File: config.mk
export PLATFORM = sky130hd
export DESIGN_NAME = rename_unit
export DESIGN_NICKNAME = d
export VERILOG_FILES = /design/src/rtl/rename_unit.sv
export SDC_FILE = /design/constraint.sdc
export NUM_CORES = 1
export LEC_CHECK = 0
export ABC_AREA = 1
export ABC_CLOCK_PERIOD_IN_PS = 2800
export CAP_MARGIN = 40
export CORE_MARGIN = 10
export CORE_UTILIZATION = 35
export DETAILED_ROUTE_END_ITERATION = 10
export PLACE_DENSITY_LB_ADDON = 0.1
export RECOVER_POWER = 100
export SLEW_MARGIN = 20
export SYNTH_ARGS = -nofsm -noshare
export SYNTH_HDL_FRONTEND = slang
export SYNTH_SLANG_ARGS = --single-unit
File: constraint.sdc
create_clock -name clk -period 2.8 [get_ports clk]
set_clock_uncertainty 0.2 [all_clocks]
set_input_delay 0.42 -clock clk [delete_from_list [all_inputs] [get_ports clk]]
set_output_delay 0.42 -clock clk [all_outputs]
set_load 0.05 [all_outputs]
File: src/rtl/rename_unit.sv
// rename_unit: single-issue register rename stage feeding the ROB.
//
// Sources and destinations are mapped through a speculative RAT. New
// destinations come from a circular free list. Commits return the old
// mapping to the free list and update a committed RAT and a committed
// free-list head. A flush restores both from that committed state.
//
// Ports:
//   clk, rst          clock (rising edge), asynchronous active-low reset
//   in_*              decoded instruction (valid/ready handshake)
//   out_*             renamed instruction and ROB push payload (valid/ready)
//   commit_*          ROB pop: committed dest mapping and register to free
//   flush             squash all uncommitted work
//   free_count        number of physical registers currently on the free list
module rename_unit #(
  parameter int ARCH_REGS = 32,
  parameter int PHYS_REGS = 64,
  parameter int AW        = 5,
  parameter int PW        = 6
) (
  input  logic          clk,
  input  logic          rst,
  input  logic          in_valid,
  output logic          in_ready,
  input  logic [AW-1:0] in_rs1,
  input  logic [AW-1:0] in_rs2,
  input  logic [AW-1:0] in_rd,
  input  logic          in_rd_we,
  output logic          out_valid,
  input  logic          out_ready,
  output logic [PW-1:0] out_ps1,
  output logic [PW-1:0] out_ps2,
  output logic [PW-1:0] out_pd,
  output logic [PW-1:0] out_old_pd,
  output logic          out_rd_we,
  input  logic          commit_valid,
  input  logic          commit_rd_we,
  input  logic [AW-1:0] commit_rd,
  input  logic [PW-1:0] commit_pd,
  input  logic [PW-1:0] commit_old_pd,
  input  logic          flush,
  output logic [PW:0]   free_count
);

  localparam int FL_DEPTH = PHYS_REGS - ARCH_REGS;
  localparam int FLW      = $clog2(FL_DEPTH);
  // Free-list pointers carry one extra wrap bit so full and empty differ.
  localparam int PTRW     = FLW + 1;

  // Speculative and committed rename tables, free-list storage.
  logic [PW-1:0]   rat_q  [ARCH_REGS];
  logic [PW-1:0]   rat_d  [ARCH_REGS];
  logic [PW-1:0]   crat_q [ARCH_REGS];
  logic [PW-1:0]   crat_d [ARCH_REGS];
  logic [PW-1:0]   fl_q   [FL_DEPTH];
  logic [PW-1:0]   fl_d   [FL_DEPTH];

  logic [PTRW-1:0] head_q, head_d;
  logic [PTRW-1:0] chead_q, chead_d;
  logic [PTRW-1:0] tail_q, tail_d;

  // Output (ROB push) register.
  logic            out_valid_q, out_valid_d;
  logic [PW-1:0]   out_ps1_q, out_ps1_d;
  logic [PW-1:0]   out_ps2_q, out_ps2_d;
  logic [PW-1:0]   out_pd_q, out_pd_d;
  logic [PW-1:0]   out_old_pd_q, out_old_pd_d;
  logic            out_rd_we_q, out_rd_we_d;

  logic [PTRW-1:0] count;
  logic [FLW-1:0]  head_idx;
  logic [FLW-1:0]  tail_idx;
  logic            accept;
  logic            alloc;
  logic            commit_fire;

  assign out_valid  = out_valid_q;
  assign out_ps1    = out_ps1_q;
  assign out_ps2    = out_ps2_q;
  assign out_pd     = out_pd_q;
  assign out_old_pd = out_old_pd_q;
  assign out_rd_we  = out_rd_we_q;

  // Handshake and bookkeeping, all derived from registered state plus
  // control inputs (never from in_* payload).
  always_comb begin
    count       = tail_q - head_q;
    free_count  = (PW+1)'(count);
    head_idx    = head_q[FLW-1:0];
    tail_idx    = tail_q[FLW-1:0];
    in_ready    = rst & ~flush & (~out_valid_q | out_ready) & (count != '0);
    accept      = in_valid & in_ready;
    alloc       = accept & in_rd_we & (in_rd != '0);
    commit_fire = commit_valid & commit_rd_we & (commit_rd != '0);
  end

  // Next-state logic. Commit is evaluated first so a same-cycle flush
  // restores from committed state that already includes this commit.
  // The freed entry lands in fl_d and is only readable next cycle.
  always_comb begin
    crat_d       = crat_q;
    chead_d      = chead_q;
    fl_d         = fl_q;
    tail_d       = tail_q;
    rat_d        = rat_q;
    head_d       = head_q;
    out_valid_d  = out_valid_q;
    out_ps1_d    = out_ps1_q;
    out_ps2_d    = out_ps2_q;
    out_pd_d     = out_pd_q;
    out_old_pd_d = out_old_pd_q;
    out_rd_we_d  = out_rd_we_q;

    if (commit_fire) begin
      fl_d[tail_idx]    = commit_old_pd;
      tail_d            = tail_q + PTRW'(1);
      crat_d[commit_rd] = commit_pd;
      chead_d           = chead_q + PTRW'(1);
    end

    if (flush) begin
      // Registers allocated between chead and head return to the free
      // list simply by rewinding head; their entries are still intact.
      rat_d       = crat_d;
      head_d      = chead_d;
      out_valid_d = 1'b0;
    end else if (accept) begin
      out_valid_d = 1'b1;
      out_ps1_d   = rat_q[in_rs1];
      out_ps2_d   = rat_q[in_rs2];
      if (alloc) begin
        out_pd_d     = fl_q[head_idx];
        out_old_pd_d = rat_q[in_rd];
        out_rd_we_d  = 1'b1;
        rat_d[in_rd] = fl_q[head_idx];
        head_d       = head_q + PTRW'(1);
      end else begin
        out_pd_d     = '0;
        out_old_pd_d = '0;
        out_rd_we_d  = 1'b0;
      end
    end else if (out_ready) begin
      out_valid_d = 1'b0;
    end
  end

  always_ff @(posedge clk or negedge rst) begin
    if (!rst) begin
      for (int unsigned i = 0; i < ARCH_REGS; i++) begin
        rat_q[i]  <= PW'(i);
        crat_q[i] <= PW'(i);
      end
      for (int unsigned i = 0; i < FL_DEPTH; i++) begin
        fl_q[i] <= PW'(ARCH_REGS + i);
      end
      head_q       <= '0;
      chead_q      <= '0;
      tail_q       <= PTRW'(FL_DEPTH);
      out_valid_q  <= 1'b0;
      out_ps1_q    <= '0;
      out_ps2_q    <= '0;
      out_pd_q     <= '0;
      out_old_pd_q <= '0;
      out_rd_we_q  <= 1'b0;
    end else begin
      rat_q        <= rat_d;
      crat_q       <= crat_d;
      fl_q         <= fl_d;
      head_q       <= head_d;
      chead_q      <= chead_d;
      tail_q       <= tail_d;
      out_valid_q  <= out_valid_d;
      out_ps1_q    <= out_ps1_d;
      out_ps2_q    <= out_ps2_d;
      out_pd_q     <= out_pd_d;
      out_old_pd_q <= out_old_pd_d;
      out_rd_we_q  <= out_rd_we_d;
    end
  end

  // Freeing into a full list (without a same-cycle allocation) would
  // overwrite a live entry: upstream protocol error.
  a_no_overfill : assert property (@(posedge clk) disable iff (!rst)
    !(commit_fire && !alloc && (count == PTRW'(FL_DEPTH))));

  a_count_bound : assert property (@(posedge clk) disable iff (!rst)
    count <= PTRW'(FL_DEPTH));

endmodule

======== Yosys cells after proc, flatten, opt, wreduce, memory -nomap -nowiden ========
Cells that the tools add are included.
operators by class
  mux-type cells .......................... 35
  bitwise logic cells ..................... 17
  $add $sub $neg .......................... 4
  order comparisons ....................... 9
  reduce and logical (&&, ||, !) cells .... 11
operators with widths
  cell                   number
  $mux W192              4
  $bwmux W192            3
  $bmux W6 S5            4
  $mux W6                17
  $demux W6 S5           3
  $ge A6 B6 Y1 const B   6
  $not A5 Y6             6
  $add A6 B1 Y6 const B  3
  $lt A6 B1 Y1 const B   3
  $reduce_bool A5 Y1     2
  $and A1 B1 Y1          8
  $reduce_bool A6 Y1     1
  $sub A6 B6 Y6          1
  $mux W1                4
  $reduce_and A2 Y1      2
  $reduce_bool A2 Y1     2
  $logic_and A1 B1 Y1    3
  $reduce_bool A3 Y1     1
  $not A1 Y1             2
  $or A1 B1 Y1           1
word-level totals
  input port bits ......................... 40
  register bits after elaboration ......... 620
  output and inout bits ................... 34
  logic and storage cells ................. 181

======== Logic depth before layout (Yosys ltp) ========
  word-level depth ........................ 10
  depth in mapped cells ................... 20
  gate-level depth less buffers ........... 15

======== Least setup slack after synthesis ========
OpenSTA, ideal clock, no wires.
  kind .................................... register to register
  start ................................... reg head_q[2]
  end ..................................... reg out_ps1_q[1], in the netlist out_ps1[1]
  clock period less this slack ............ 3.244 ns
  library setup time ...................... 0.135 ns
  arrival time ............................ 2.909 ns
  path slack .............................. -0.444 ns
  cell stages (with the launch flop) ...... 19
  buffers on the path ..................... 4
  data required time ...................... 2.465 ns
  cells stage by stage .................... dfrtp_1 -> buf_2 -> inv_1 -> clkbuf_1 -> ha_1 -> inv_1 -> nand2_1 -> nand2_1 -> nor2_1 -> nand3_1 -> nor2_1 -> nand2_1 -> nand2_1 -> inv_1 -> nand2_1 -> buf_2 -> buf_2 -> nand2_1 -> o21ai_0
between the ends
  word-level cells in the longest chain between the ends .. 5
RTL lines
  item                         RTL line  source
  start, declared              58        logic [PTRW-1:0] head_q, head_d;
  start signal, assigned       156       head_q <= '0;
  start signal, assigned       169       head_q <= head_d;
  $sub A6 B6 Y6                87        count = tail_q - head_q;
  named net free_count[2]      42        output logic [PW:0] free_count
  $reduce_bool A6 Y1           91        in_ready = rst & ~flush & (~out_valid_q | out_ready) & (count != '0);
  $and A1 B1 Y1                91
  named net in_ready           24        output logic in_ready,
  $and A1 B1 Y1                92        accept = in_valid & in_ready;
  $reduce_and A2 Y1 (no line)  --
  end signal, assigned         173       out_ps1_q <= out_ps1_d;
  end, declared                64        logic [PW-1:0] out_ps1_q, out_ps1_d;
The timed path passes the listed nets, and every way through them passes these cells.
A chain may end at the register's enable or synchronous reset.

======== Final worst setup path ========
  start ................................... reg head_q[0]
  end ..................................... out in_ready
between the ends
  word-level cells in the longest chain between the ends .. 3
RTL lines
  item                RTL line
  $sub A6 B6 Y6       87
  $reduce_bool A6 Y1  91
  $and A1 B1 Y1       91
  end, declared       24
Every way passes these cells.

==> metrics.yaml <==
final_layout:
  fill_cells: 10260
  drive_above_1_share_pct: 16.87
  diodes: 0
  nets: 5135
  stdcell_area_um2: 42110
  fin_cells: 6432
  syn_to_final_growth_pct: 21.32
  fin_util_pct: 42.79
timing:
  max-slew-margin-rel_pct: 4.139
  timing.final.crit_share_pct: 125.3
  period_minus_slack_ns: 3.508
  tightest_slew_ns: 1.438
  setup_violations: 215
  hold_violations: 0
  final.setup.worst_slack_ns: -0.7077
  rsz0062_at_grt: "yes"
  slew_viol_final: 0
  max_clock_freq_mhz: 285.1
placed_design:
  dp.cells: 6285
  gp_congestion: 0.9849
  dp_hpwl_um: 99930
  placed_cell_area_um2: 39710
  portBuffers: 72
  dp_slack_ns: -0.3800
synth:
  synthArstFlopShare_pct: 100.0
  synth_cell_type_count: 39
  avgSynthCellArea_um2: 7.100
  yosysSeqAreaShare_pct: 45.68
  ys.flop_type: "dfrtp_1"
  synth_edf_count: 0
  syn_nets: 4941
  netlist_area_um2: 34710
  yosys_warnings: 0
  syn_inst: 4889
  synth-seq-cells: 620
worst_setup_path:
  cp-end-kind: "output port"
  ff2ff_setup_slack_ns: -0.34
  arrival_ns: 2.89
  worstRegToRegCells: 16
  r2r-end: "rat_q[139]"
  cp.required_ns: 2.18
  reg2reg_from: "head_q[0]"
  worstSetupStartpointType: "flip-flop"
  cp_max_fo: 2
  crit_type: "reg2out"
detailed_routing:
  dr.pass1.iters: 6
  vias_per_cell: 5.309
  wl_per_cell_um: 21.88
  drc: 0
  wirelength_um: 140800
  dr_total_vias: 34150
  drtIter0Drc: 3485
  ant_nets: 0
power_and_ir_drop:
  vdd_drop_max_v: 0.001063
  leakage_uw: 0.02001
  power_uw: 36480
  p_per_area_nw_per_um2: 866.3
clock_tree:
  path_clk_slew_ns: 0.06
  clk_latency_ns: 0.68
  cts_buffers: 76
  cts.sinks: 620
  max-clock-path-buffers: 3
  cts_tree: "done"
  htreeDepth: 3
  clock-root-buffer: "clkbuf_16"
status:
  status: "finished, violations left"
  violations: "negative setup slack"
global_route:
  antenna_found_initial: 2
  grt_pass1_wl_um: 212600
  grtUsageTotal_pct: 24.58
  grt_max_degree: 146
  grt_pass1_vias: 32740
  grt_overflow: 0
worst_hold_path:
  holdPathEnd: "crat_q[79]"
  hold_depth: 3
  hp-class: "in2reg"
  worstHoldStart: "commit_pd[1]"
run:
  maxCapViolCount: 0
floorplan:
  die_w_um: 334.9
  die_area_um2: 112200
  fp.dieH_um: 334.9
  pin_count: 74
  core_area_um2: 98420
  start_util_pct: 35.27
  row_count: 115
cell type report:
cell class	count	area (µm²)	area share, %
Clock buffer	117	2267	5.384
Clock inverter	23	394.1	0.9359
Inverter	187	709.4	1.685
Multi-Input combinational cell	3726	16690	39.63
Sequential cell	620	15860	37.66
Tap cell	1287	1610	3.824
Timing Repair Buffer	472	4582	10.88
state kept, by name, summed over array words and instances (netlist names):
signal / flops
tail_q: 6
chead_q: 6
rat_q: 192
out_ps1: 6
out_rd_we: 1
out_old_pd: 6
out_valid: 1
fl_q: 192
head_q: 6
out_pd: 6
crat_q: 192
out_ps2: 6
routing by layer:
metal	track usage, %	part of all wire [%]
met5	0	0.018
met4	10.06	4.5
met3	4.124	5.9
met2	38.27	44
met1	33.57	45
worst max path at each step:
stage | start | cells past startpoint | slack [ns] | end
2_1_floorplan | head_q[2] | 17 | 0.0003 | out_pd[1]
3_3_place_gp | head_q[0] | 15 | -0.34 | rat_q[30]
3_5_place_dp | head_q[0] | 15 | -0.38 | rat_q[160]
4_1_cts | head_q[0] | 10 | -0.77 | in_ready
5_1_grt | head_q[0] | 10 | -0.83 | in_ready
6_report | head_q[0] | 10 | -0.71 | in_ready
stage by stage:
step	hold WS [ns]	TNS [ns]
finish	0.03467	-46.69
global route	0.05417	-108.98
CTS	0.004733	-21.80
detailed placement	0.1652	-65.63
global placement	0.1645	-59.30
floorplan	-0.07559	0
power breakdown:
group,internal (µW),switching (µW),total (µW)
registers,11500,1140,12600
logic,5060,8370,13400
clock network,6200,4220,10400
total,22700,13700,36500
cell usage in the layout (no fill, tap or decap), types with 8 or more instances in the layout:
cell and count:
nand2_1 1801, nand3_1 803, o21ai_0 448, dfrtp_1 345
dfstp_2 273, a21oi_1 250, nor2_1 220, buf_4 207
inv_1 173, buf_12 81, clkbuf_16 78, clkbuf_4 63
nor3_1 47, clkbuf_1 37, nand2_2 30, o211ai_1 30
clkbuf_2 29, dlygate4sd3_1 28, clkdlybuf4s50_1 24, clkbuf_8 20
buf_2 13, a22oi_1 12, o221ai_1 11, nand4_1 9
nor3_2 9, xor2_1 9, clkinv_2 8, inv_2 8
synthesized netlist by cell type, types with 9 or more instances:
cell	count	share of area, %
a21oi_1	250	3.6
a22oi_1	12	0.26
buf_1	23	0.25
buf_2	91	1.3
buf_4	10	0.22
buf_6	16	0.52
clkbuf_1	215	2.3
dfrtp_1	347	25
dfstp_2	273	21
ha_1	11	0.40
inv_1	176	1.9
nand2_1	1830	20
nand3_1	806	12
nand4_1	9	0.16
nor2_1	220	2.4
nor3_1	45	0.65
o211ai_1	30	0.65
o21ai_0	443	6.4
o21ai_1	10	0.14
o221ai_1	11	0.28
xor2_1	9	0.23
repair_timing:
action,CTS,global route
hold endpoints to repair,70,0
setup buffers,0,5
pin swaps,7,2
endpoints found under the setup margin,223,224
gates resized for setup,13,30
gates cloned,0,1
hold buffers,1,0
logic make-up (layout without fill, tap and decap cells):
logic type                 after synthesis  after routing  share of synthesized area [%]
AOI/OAI and AO/OA                      762            762                          11.45
and+or+nand+nor                       2939           2939                          35.45
DFF                                    620            620                          45.68
adders and majority gates               12             12                         0.4542
buffers and inverters                  543            799                          6.657
xor gates and xnor gates                12             12                         0.3028
other                                    1              1                        0.01080
critical path, cell delays in order, from the launching register on:
cell	delay, ns
dfrtp_4	0.48
ha_4	0.17
fa_2	0.54
nand2_1	0.05
nor2_1	0.09
nand3_1	0.07
nor2_1	0.12
nand2_2	0.19
nand2_2	0.13
clkinvlp_4	0.18
buf_12	0.20
Note: power is estimated with default switching activity, not from simulation.
